`src/rtl/rom_arb_pkg.sv`:
```
// Shared types and constants for the round-robin boot ROM arbiter.
//   state_e        : arbiter FSM states
//   ROM_ARB_CNT_W  : width of each per-requester grant counter
//   ROM_ARB_DATA_W : ROM word width
//   NREQ_MIN/MAX   : legal range of the requester count
package rom_arb_pkg;

  localparam int unsigned ROM_ARB_CNT_W  = 32;
  localparam int unsigned ROM_ARB_DATA_W = 32;
  localparam int unsigned NREQ_MIN       = 2;
  localparam int unsigned NREQ_MAX       = 8;

  typedef enum logic [1:0] {
    IDLE = 2'd0,
    WAIT = 2'd1,
    RESP = 2'd2
  } state_e;

endpackage : rom_arb_pkg

```
`src/rtl/rr_pick.sv`:
```
// Combinational round-robin picker.
//   valid   : request vector
//   ptr     : index of the last requester served (lowest priority)
//   grant_c : one-hot grant, first valid after ptr with wrap-around
//   idx_c   : index of the granted requester
//   any_c   : at least one request is valid
module rr_pick #(
  parameter int unsigned N  = 3,
  parameter int unsigned IW = (N > 1) ? $clog2(N) : 1
) (
  input  logic [N-1:0]  valid,
  input  logic [IW-1:0] ptr,
  output logic [N-1:0]  grant_c,
  output logic [IW-1:0] idx_c,
  output logic          any_c
);

  int unsigned k;

  // Scan ptr+1 .. ptr+N (mod N); the first hit wins.
  always_comb begin
    grant_c = '0;
    idx_c   = '0;
    any_c   = 1'b0;
    k       = 0;
    for (int unsigned i = 1; i <= N; i++) begin
      k = (32'(ptr) + i) % N;
      if (!any_c && valid[IW'(k)]) begin
        any_c            = 1'b1;
        idx_c            = IW'(k);
        grant_c[IW'(k)]  = 1'b1;
      end
    end
  end

endmodule : rr_pick

```
`src/rtl/rom_rr_arbiter.sv`:
```
// Shares one synchronous ROM (1-cycle registered read) between NREQ requesters
// with round-robin grant and valid/ready handshakes on request and response.
// Optional macro ROM_ARB_STAT_EN builds 32-bit per-requester grant counters;
// without it o_stat_cnt is tied to zero.
// Ports:
//   i_clk, i_nrst       : clock, asynchronous active-low reset
//   i_req_valid/addr    : per-requester request (addr slice [k*abits +: abits])
//   o_req_ready         : request accepted, one-hot or zero (same-cycle)
//   o_resp_valid        : response valid, owner's bit only
//   i_resp_ready        : response accepted per requester
//   o_resp_data         : response data, shared
//   o_rom_addr/i_rom_data : ROM address (registered) and read data
//   o_stat_cnt          : per-requester grant counters
module rom_rr_arbiter
  import rom_arb_pkg::*;
#(
  parameter int unsigned abits = 12,
  parameter int unsigned NREQ  = 3
) (
  input  logic                          i_clk,
  input  logic                          i_nrst,
  input  logic [NREQ-1:0]               i_req_valid,
  input  logic [NREQ*abits-1:0]         i_req_addr,
  output logic [NREQ-1:0]               o_req_ready,
  output logic [NREQ-1:0]               o_resp_valid,
  input  logic [NREQ-1:0]               i_resp_ready,
  output logic [ROM_ARB_DATA_W-1:0]     o_resp_data,
  output logic [abits-1:0]              o_rom_addr,
  input  logic [ROM_ARB_DATA_W-1:0]     i_rom_data,
  output logic [NREQ*ROM_ARB_CNT_W-1:0] o_stat_cnt
);

  localparam int unsigned IW = $clog2(NREQ);

  if ((NREQ < NREQ_MIN) || (NREQ > NREQ_MAX)) begin : g_bad_nreq
    $error("rom_rr_arbiter: NREQ out of range");
  end

  state_e          state_q, state_d;
  logic [abits-1:0] r_addr;
  logic [IW-1:0]   r_owner;
  logic [IW-1:0]   r_ptr;
  logic [NREQ-1:0] r_resp_valid;

  logic [NREQ-1:0] pick_grant_c;
  logic [IW-1:0]   pick_idx_c;
  logic            pick_any_c;
  logic            owner_ack_c;
  logic            arb_en_c;
  logic            take_c;
  logic [NREQ-1:0] grant_c;

  rr_pick #(
    .N  (NREQ),
    .IW (IW)
  ) u_pick (
    .valid   (i_req_valid),
    .ptr     (r_ptr),
    .grant_c (pick_grant_c),
    .idx_c   (pick_idx_c),
    .any_c   (pick_any_c)
  );

  // Arbitration is open in IDLE, or in RESP on the cycle the owner accepts.
  always_comb begin
    owner_ack_c = (state_q == RESP) && i_resp_ready[r_owner];
    arb_en_c    = (state_q == IDLE) || owner_ack_c;
    take_c      = arb_en_c && pick_any_c;
    grant_c     = take_c ? pick_grant_c : '0;
  end

  // Next-state logic.
  always_comb begin
    state_d = state_q;
    case (state_q)
      IDLE:    if (take_c) state_d = WAIT;
      WAIT:    state_d = RESP;
      RESP:    if (owner_ack_c) state_d = take_c ? WAIT : IDLE;
      default: state_d = IDLE;
    endcase
  end

  // State register.
  always_ff @(posedge i_clk or negedge i_nrst) begin
    if (!i_nrst) state_q <= IDLE;
    else         state_q <= state_d;
  end

  // Address/owner/pointer latch on grant; response valid registered per owner.
  always_ff @(posedge i_clk or negedge i_nrst) begin
    if (!i_nrst) begin
      r_addr       <= '0;
      r_owner      <= '0;
      r_ptr        <= IW'(NREQ - 1);
      r_resp_valid <= '0;
    end else begin
      if (take_c) begin
        r_addr  <= i_req_addr[pick_idx_c*abits +: abits];
        r_owner <= pick_idx_c;
        r_ptr   <= pick_idx_c;
      end
      r_resp_valid <= (state_d == RESP) ? (NREQ'(1) << r_owner) : '0;
    end
  end

  // Ready is gated by reset so nothing is accepted while reset is asserted.
  assign o_req_ready  = grant_c & {NREQ{i_nrst}};
  assign o_resp_valid = r_resp_valid;
  assign o_resp_data  = (state_q == RESP) ? i_rom_data : '0;
  assign o_rom_addr   = r_addr;

`ifdef ROM_ARB_STAT_EN
  logic [ROM_ARB_CNT_W-1:0] r_cnt [NREQ];

  // Grant counters, free-running with natural wrap.
  always_ff @(posedge i_clk or negedge i_nrst) begin
    if (!i_nrst) begin
      for (int unsigned k = 0; k < NREQ; k++) r_cnt[k] <= '0;
    end else begin
      for (int unsigned k = 0; k < NREQ; k++) begin
        if (grant_c[k]) r_cnt[k] <= r_cnt[k] + ROM_ARB_CNT_W'(1);
      end
    end
  end

  for (genvar g = 0; g < NREQ; g++) begin : g_stat
    assign o_stat_cnt[g*ROM_ARB_CNT_W +: ROM_ARB_CNT_W] = r_cnt[g];
  end
`else
  assign o_stat_cnt = '0;
`endif

endmodule : rom_rr_arbiter

```
`config.mk`:
```
export PLATFORM = sky130hd
export DESIGN_NAME = rom_rr_arbiter
export DESIGN_NICKNAME = d
export VERILOG_FILES = /design/src/rtl/rom_arb_pkg.sv /design/src/rtl/rr_pick.sv /design/src/rtl/rom_rr_arbiter.sv
export SDC_FILE = /design/constraint.sdc
export NUM_CORES = 1
export LEC_CHECK = 0
export ABC_AREA = 1
export CAP_MARGIN = 20
export CORE_MARGIN = 3
export CORE_UTILIZATION = 32
export DETAILED_ROUTE_END_ITERATION = 6
export PLACE_DENSITY = 0.81
export REMOVE_ABC_BUFFERS = 1
export SYNTH_ARGS = -nofsm -noshare
export SYNTH_HDL_FRONTEND = slang
export SYNTH_SLANG_ARGS = --single-unit
```
`constraint.sdc`:
```
create_clock -name i_clk -period 2.78 [get_ports i_clk]
set_input_delay 0.556 -clock i_clk [delete_from_list [all_inputs] [get_ports i_clk]]
set_output_delay 0.556 -clock i_clk [all_outputs]
set_load 0.01 [all_outputs]
```
==> impl_metrics.json, run 1 <==
{
  "outcome": "finished, final reports clean",
  "max-vdd-ir-drop_mv": 0.692,
  "syn2layout_area_growth_pct": 43.1,
  "cts_repair_resize_count": 5,
  "die_area_mm2": 0.00892,
  "pwr-share-clk_pct": 6.7,
  "wl_um": 6920,
  "max_stage_delay_ns": 0.56,
  "cp_num_buf_inv": 3,
  "period_share_pct": 93.9,
  "synth_ff_type": "dfrtp_1",
  "nets": 591,
  "root_buffer": "clkbuf_8",
  "layout.cells.most_common": "clkdlybuf4s50_1",
  "crit_path_max_fanout": 8,
  "diodes": 0,
  "finalMaxSlewViolations": 0,
  "yosys_register_bits": 20,
  "clock_latency_ns": 0.26,
  "p_int_mw": 1.68,
  "avgSynthCellArea_um2": 6.59,
  "die_y_um": 94.4,
  "path_depth": 11,
  "arrival_ns": 2.05,
  "grt_max_degree": 33,
  "comb_power_share_pct": 77.4,
  "ys_async_sr_fraction_pct": 100,
  "min_path_cells": 1,
  "stdcell_area_mm2": 0.00358,
  "rr_worst_depth": 12,
  "holdWs_ns": 0.498,
  "layout_common_cells": "122 x clkdlybuf4s50_1, 96 x conb_1, 69 x inv_1",
  "synth_warnings": 0,
  "cts_tree": "yes",
  "power_mw": 3.31,
  "swShare_pct": 49.4,
  "num_vias": 2410,
  "ys_types": 27,
  "initial_core_util_pct": 33.8,
  "viasPerCell": 3.96,
  "r2r_slack_ns": 0.54,
  "rsz0062_at_grt": "no",
  "hp-class": "reg -> reg",
  "layout-drive-gt1-share_pct": 12.0,
  "cts_hold_buf": 0,
  "place_area_mm2": 0.00354,
  "fin_skew_ns": 0.00471,
  "overflow": 0,
  "dpl.hpwl_um": 5950,
  "worst_path_max_delay_cell": "dfstp_2",
  "clk_pin_slew_ns": 0.07,
  "grt_antenna_before_repair": 0,
  "wl_per_cell_um": 11.4,
  "synth_area_mm2": 0.00250,
  "drc": 0,
  "endpoint_kind": "output port",
  "gp_congestion": 0.881,
  "cts.htree.levels": 1,
  "min_period_ns": 2.61,
  "power_frac_seq_pct": 15.9,
  "leakage_nw": 1.94,
  "grt_pass1_vias": 2246,
  "setup_violations": 0,
  "crit_chain": "ha_2, inv_2, nand2_1, nand3_2, nand2_4, nand4_1, nand2_2, inv_2, nand2_1, nor2_1, clkbuf_2",
  "io_buffer_count": 125,
  "post-cts-setup-buffers": 0,
  "die_x_um": 94.4,
  "synthCells": 380,
  "p_switching_mw": 1.63,
  "fillCellCount": 726,
  "first_pass_iters": 4,
  "ios": 222,
  "rows": 31,
  "fin_util_pct": 48.3,
  "ys_seq_area_share_pct": 20.0,
  "crit_path_start_kind": "flop",
  "clk_path_buf_depth": 2,
  "cts_buffers": 3,
  "grt_pass1_wl_um": 10300,
  "drtIter0Drc": 57,
  "fp.coreArea_mm2": 0.00741,
  "track_usage_pct": 14.0,
  "power_density_mw_per_mm2": 924,
  "cp_top_family": "simple AND/OR/NAND/NOR gates",
  "synth-edff-count": 0,
  "hold_violations": 0,
  "max_freq_ghz": 0.383,
  "critPathRequiredTime_ns": 2.22,
  "critical_path_class": "reg -> out",
  "antenna_left": 0,
  "cap_violations": 0,
  "clock_sinks": 20
}
[per-layer routing]
metal / global-route usage, % / vias up / wire, µm / part of all wire, %
li1: - / 1206 / - / -
met3: 4.38 / 2 / 799 / 12
met1: 15.6 / 1082 / 2590 / 37
met2: 26.1 / 120 / 3510 / 51
met4: 2.53 / 0 / 19 / 0.27
met5: 0 / - / 0 / 0
[worst register-to-register path: stages, from the launching register on]
cell and delay (ns):
dfstp_2 0.56, inv_1 0.07, ha_2 0.20, inv_2 0.10, nand2_1 0.07, nand3_1 0.10
nand2_1 0.08, buf_4 0.13, nand4_1 0.07, nand2_2 0.22, inv_2 0.30, nand3_1 0.12
a21oi_1 0.15
[cells in the mapped netlist, drive strengths merged, types with 3 or more instances]
library cell / n / area [µm²]
buf: 103 / 777
inv: 77 / 289
nand2: 50 / 233
nor2: 48 / 180
nand3: 36 / 220
a21oi: 22 / 136
dfrtp: 19 / 475
o21ai: 5 / 28.8
ha: 4 / 50.1
nor3: 4 / 20.0
clkbuf: 3 / 11.3
nand4: 3 / 25.0
[registers in the layout, summed over array words and instances, names as in the netlist]
name,cells
r_ptr,1
r_owner,2
o_resp_valid,3
state_q,2
o_rom_addr,12
[worst paths after layout]
kind,to,from
min in group asynchronous,o_rom_addr[6],i_nrst
max in group asynchronous,r_ptr[1],i_nrst
worst max register to register,o_rom_addr[0],r_ptr[1]
worst min-delay path,o_resp_valid[0],r_owner[1]
worst max-delay path,o_req_ready[1],r_ptr[1]
worst min register to register,o_resp_valid[0],r_owner[1]
[cell type report]
cell class / count / area, µm² / share of cell area [%]
inverters: 77 / 289 / 8.07
multi-input cells: 272 / 1280 / 35.9
flip-flops and latches: 20 / 502 / 14.0
repair buffers: 137 / 1330 / 37.0
well taps: 99 / 124 / 3.46
clock buffers: 4 / 55.1 / 1.54
[stage by stage]
stage / worst slack (ns) / std cells / TNS [ns]
6_report: 0.170 / 609 / 0
5_1_grt: 0.00161 / 609 / 0
4_1_cts: 0.0252 / 609 / 0
3_5_place_dp: -0.232 / 605 / -0.641
3_3_place_gp: -0.168 / 605 / -0.449
2_1_floorplan: 0.184 / 369 / 0
[logic make-up after synthesis]
group	share of synthesized area [%]
AO/OA/AOI/OAI	7.65
AND/OR/NAND/NOR	27.1
buffers and inverters	43.0
flip-flops	20.1
other	0.150
adder cells (fa/ha/maj)	2.00
[power groups by stage]
stage          sequential, mW  combinational (mW)  clock, mW
2_1_floorplan           0.567                1.44          0
3_3_place_gp            0.523                2.50          0
3_5_place_dp            0.526                2.57          0
4_1_cts                 0.525                2.57      0.233
5_1_grt                 0.541                2.86      0.243
6_report                0.525                2.56      0.223
Power figures use the tool's default switching activity.
==> run 2: changes to the inputs <==
- ABC_AREA: 1 -> unset
- CORE_UTILIZATION: 32 -> 33
- CTS_CLUSTER_SIZE: unset -> 8
- PLACE_DENSITY: 0.81 -> 0.83
==> run 2 against run 1 <==
Effect of this change: the flow now finishes with violations (negative setup slack); global-route usage rose by 1.7 points; count of clock-buffer cells in the layout fell by 1; cell area rose by 7.2%; first-iteration DRC count rose by 33%; combinational power rose by 29%; register-to-register slack got worse by 0.22 ns; highest routed layer unchanged.
==> impl_metrics.json, run 2 <==
{
  "outcome": "complete, but fails checks",
  "violations": "negative setup slack",
  "max_freq_ghz": 0.356,
  "crit_chain": "inv_2, buf_6, ha_4, nand3b_1, o21ai_1, buf_4, o311ai_4, inv_2, nand2_2, a211oi_2, buf_2",
  "synthCells": 299,
  "yosysMostFrequentCell": "buf_4",
  "first_pass_iters": 4,
  "max-slew-margin-rel_pct": 65.0,
  "largest_reg_flops": 12,
  "crit_path_start_kind": "flop",
  "arrival_ns": 2.25,
  "hp-class": "reg -> reg",
  "layout_common_cells": "119 x clkdlybuf4s50_1, 96 x conb_1, 32 x and2_1",
  "layout_setup_ws_ns": -0.0273,
  "cts_tree": "yes",
  "track_usage_pct": 15.6,
  "grt_pass1_wl_um": 11100,
  "ys_async_sr_fraction_pct": 100,
  "dp_cells": 532,
  "die_area_mm2": 0.00883,
  "root_buffer": "clkbuf_8",
  "layout-drive-gt1-share_pct": 16.7,
  "yosysTopAreaCell": "buf_4",
  "synth_area_mm2": 0.00255,
  "wl_um": 7590,
  "crit_path_max_fanout": 4,
  "regArea_um2": 502,
  "critPathRequiredTime_ns": 2.22,
  "syn2layout_area_growth_pct": 50.3,
  "wl_per_cell_um": 14.0,
  "fin_skew_ns": 0.0147,
  "worst_path_max_delay_cell": "dfstp_2",
  "yosys-top-cells-area": "buf_4 29%, dfrtp_1 19%, and2_1 7.8%, a221oi_2 4.7%, a211oi_1 4.1%",
  "ys_types": 44,
  "die_y_um": 94.0,
  "finalMaxSlewViolations": 0,
  "ys_seq_area_share_pct": 19.6,
  "gp_congestion": 0.853,
  "cp_top_family": "buffers and inverters",
  "stdcell_area_mm2": 0.00384,
  "avgSynthCellArea_um2": 8.54,
  "grt_pass1_vias": 2250,
  "dpl_worst_slack_ns": -0.513,
  "multi_input_area_mm2": 0.00159,
  "rsz0062_at_grt": "yes",
  "num_vias": 2317,
  "leakage_nw": 1.74,
  "ios": 222,
  "grt_max_degree": 33,
  "synth_top_area_share_pct": 29.4,
  "overflow": 0,
  "synth_ff_type": "dfrtp_1",
  "nets": 523,
  "antenna_left": 0,
  "drtIter0Drc": 76,
  "tightest_slew_ns": 0.523,
  "clk_pin_slew_ns": 0.09,
  "netlist_top_cells_count": "100 x buf_4, 32 x and2_1, 19 x dfrtp_1",
  "drc": 0,
  "cap_violations": 0,
  "clock_latency_ns": 0.26,
  "fillCellCount": 653,
  "period_share_pct": 101,
  "endpoint_kind": "output port",
  "die_x_um": 94.0,
  "synth_warnings": 0,
  "layout.cells.most_common": "clkdlybuf4s50_1",
  "hold_violations": 0,
  "grt_antenna_before_repair": 0,
  "initial_core_util_pct": 34.7,
  "clk_path_buf_depth": 2,
  "place_area_mm2": 0.00367,
  "yosys_register_bits": 20,
  "cts_buffers": 3,
  "io_buffer_count": 125,
  "fin_cells": 541,
  "synth-edff-count": 0,
  "crit_top_cell": "inv_2",
  "fp.coreArea_mm2": 0.00737,
  "clock_sinks": 20,
  "max_stage_delay_ns": 0.58,
  "viasPerCell": 4.28,
  "diodes": 0,
  "power_density_mw_per_mm2": 1070,
  "dpl.hpwl_um": 6330,
  "cts.htree.levels": 1,
  "critical_path_class": "reg -> out",
  "max-vdd-ir-drop_mv": 0.916,
  "rows": 31,
  "min_period_ns": 2.81,
  "cp_num_buf_inv": 5,
  "power_mw": 4.12,
  "setup_violations": 1
}
## run 2: metrics by stage
step                      TNS, ns  hold WS, ns  utilization (%)
final                     -0.0273        0.489             52.1
after global routing       -0.286        0.524             52.1
after CTS                 -0.0529        0.493             51.2
after detailed placement    -1.86        0.473             49.8
after global placement      -1.16        0.467             49.8
after floorplan             -5.68        0.260                -
## run 2: cell families (layout without fill, tap and decap cells)
family	count (synthesis)	in the layout	share of synthesized area, %
buf+inv	131	179	35.1
simple gates	76	76	16.5
compound gates	60	60	23.4
flops	20	20	19.6
mux	7	7	3.28
fa+ha+maj	4	4	1.96
other cells	1	96	0.147
## run 2: path summary, 6_finish.rpt
path | startpoint | endpoint | slack, ns | cells after the start
setup / recovery | r_ptr[1] | o_req_ready[0] | -0.03 | 11
hold / removal | o_rom_addr[10] | o_rom_addr[10] | 0.49 | 2
setup reg to reg | r_ptr[1] | o_rom_addr[7] | 0.32 | 9
hold reg to reg | o_rom_addr[10] | o_rom_addr[10] | 0.49 | 2
max in group asynchronous | i_nrst | r_ptr[1] | 1.74 | 2
min in group asynchronous | i_nrst | o_rom_addr[2] | 0.75 | 2
## run 2: area by class of cell
cell class                 instances  share of cell area (%)
sequential                        20                    13.1
inverter                          18                    1.76
multi-input combinational        243                    41.3
tap                               99                    3.23
clock buffer                       3                    1.08
clock inverter                     1                   0.783
timing repair buffer             157                    38.7
## run 2: per-layer routing
metal,vias up,track usage [%],wire length (µm)
li1,1117,-,-
met1,1106,18.4,2890
met2,90,30.1,4250
met3,4,2.00,415
met4,0,2.89,40
met5,-,0,0
## run 2: repair_timing
action,in CTS,in global routing
hold endpoints to repair,0,0
hold buffers,0,0
endpoints found under the setup margin,3,5
gates cloned,0,0
resized for setup,26,6
pin swaps,1,3
buffers inserted,2,2
## run 2: report_power, final
part | internal [mW] | switching (mW)
logic | 1.57 | 1.72
clock network | 0.192 | 0.102
registers | 0.455 | 0.0845
## run 2: worst reg2reg max path, stage by stage, from the launching register on
cell	delay [ns]
dfstp_2	0.58
buf_4	0.13
ha_4	0.16
mux2i_4	0.26
buf_6	0.13
o21a_4	0.13
buf_4	0.20
o21a_1	0.47
nor3_1	0.13
o31ai_2	0.19
==> run 3: changes to the inputs <==
- ABC_CLOCK_PERIOD_IN_PS: unset -> 2780
==> results of run 3 <==
The final DEF is identical to that of run 2; final timing and power are the same.
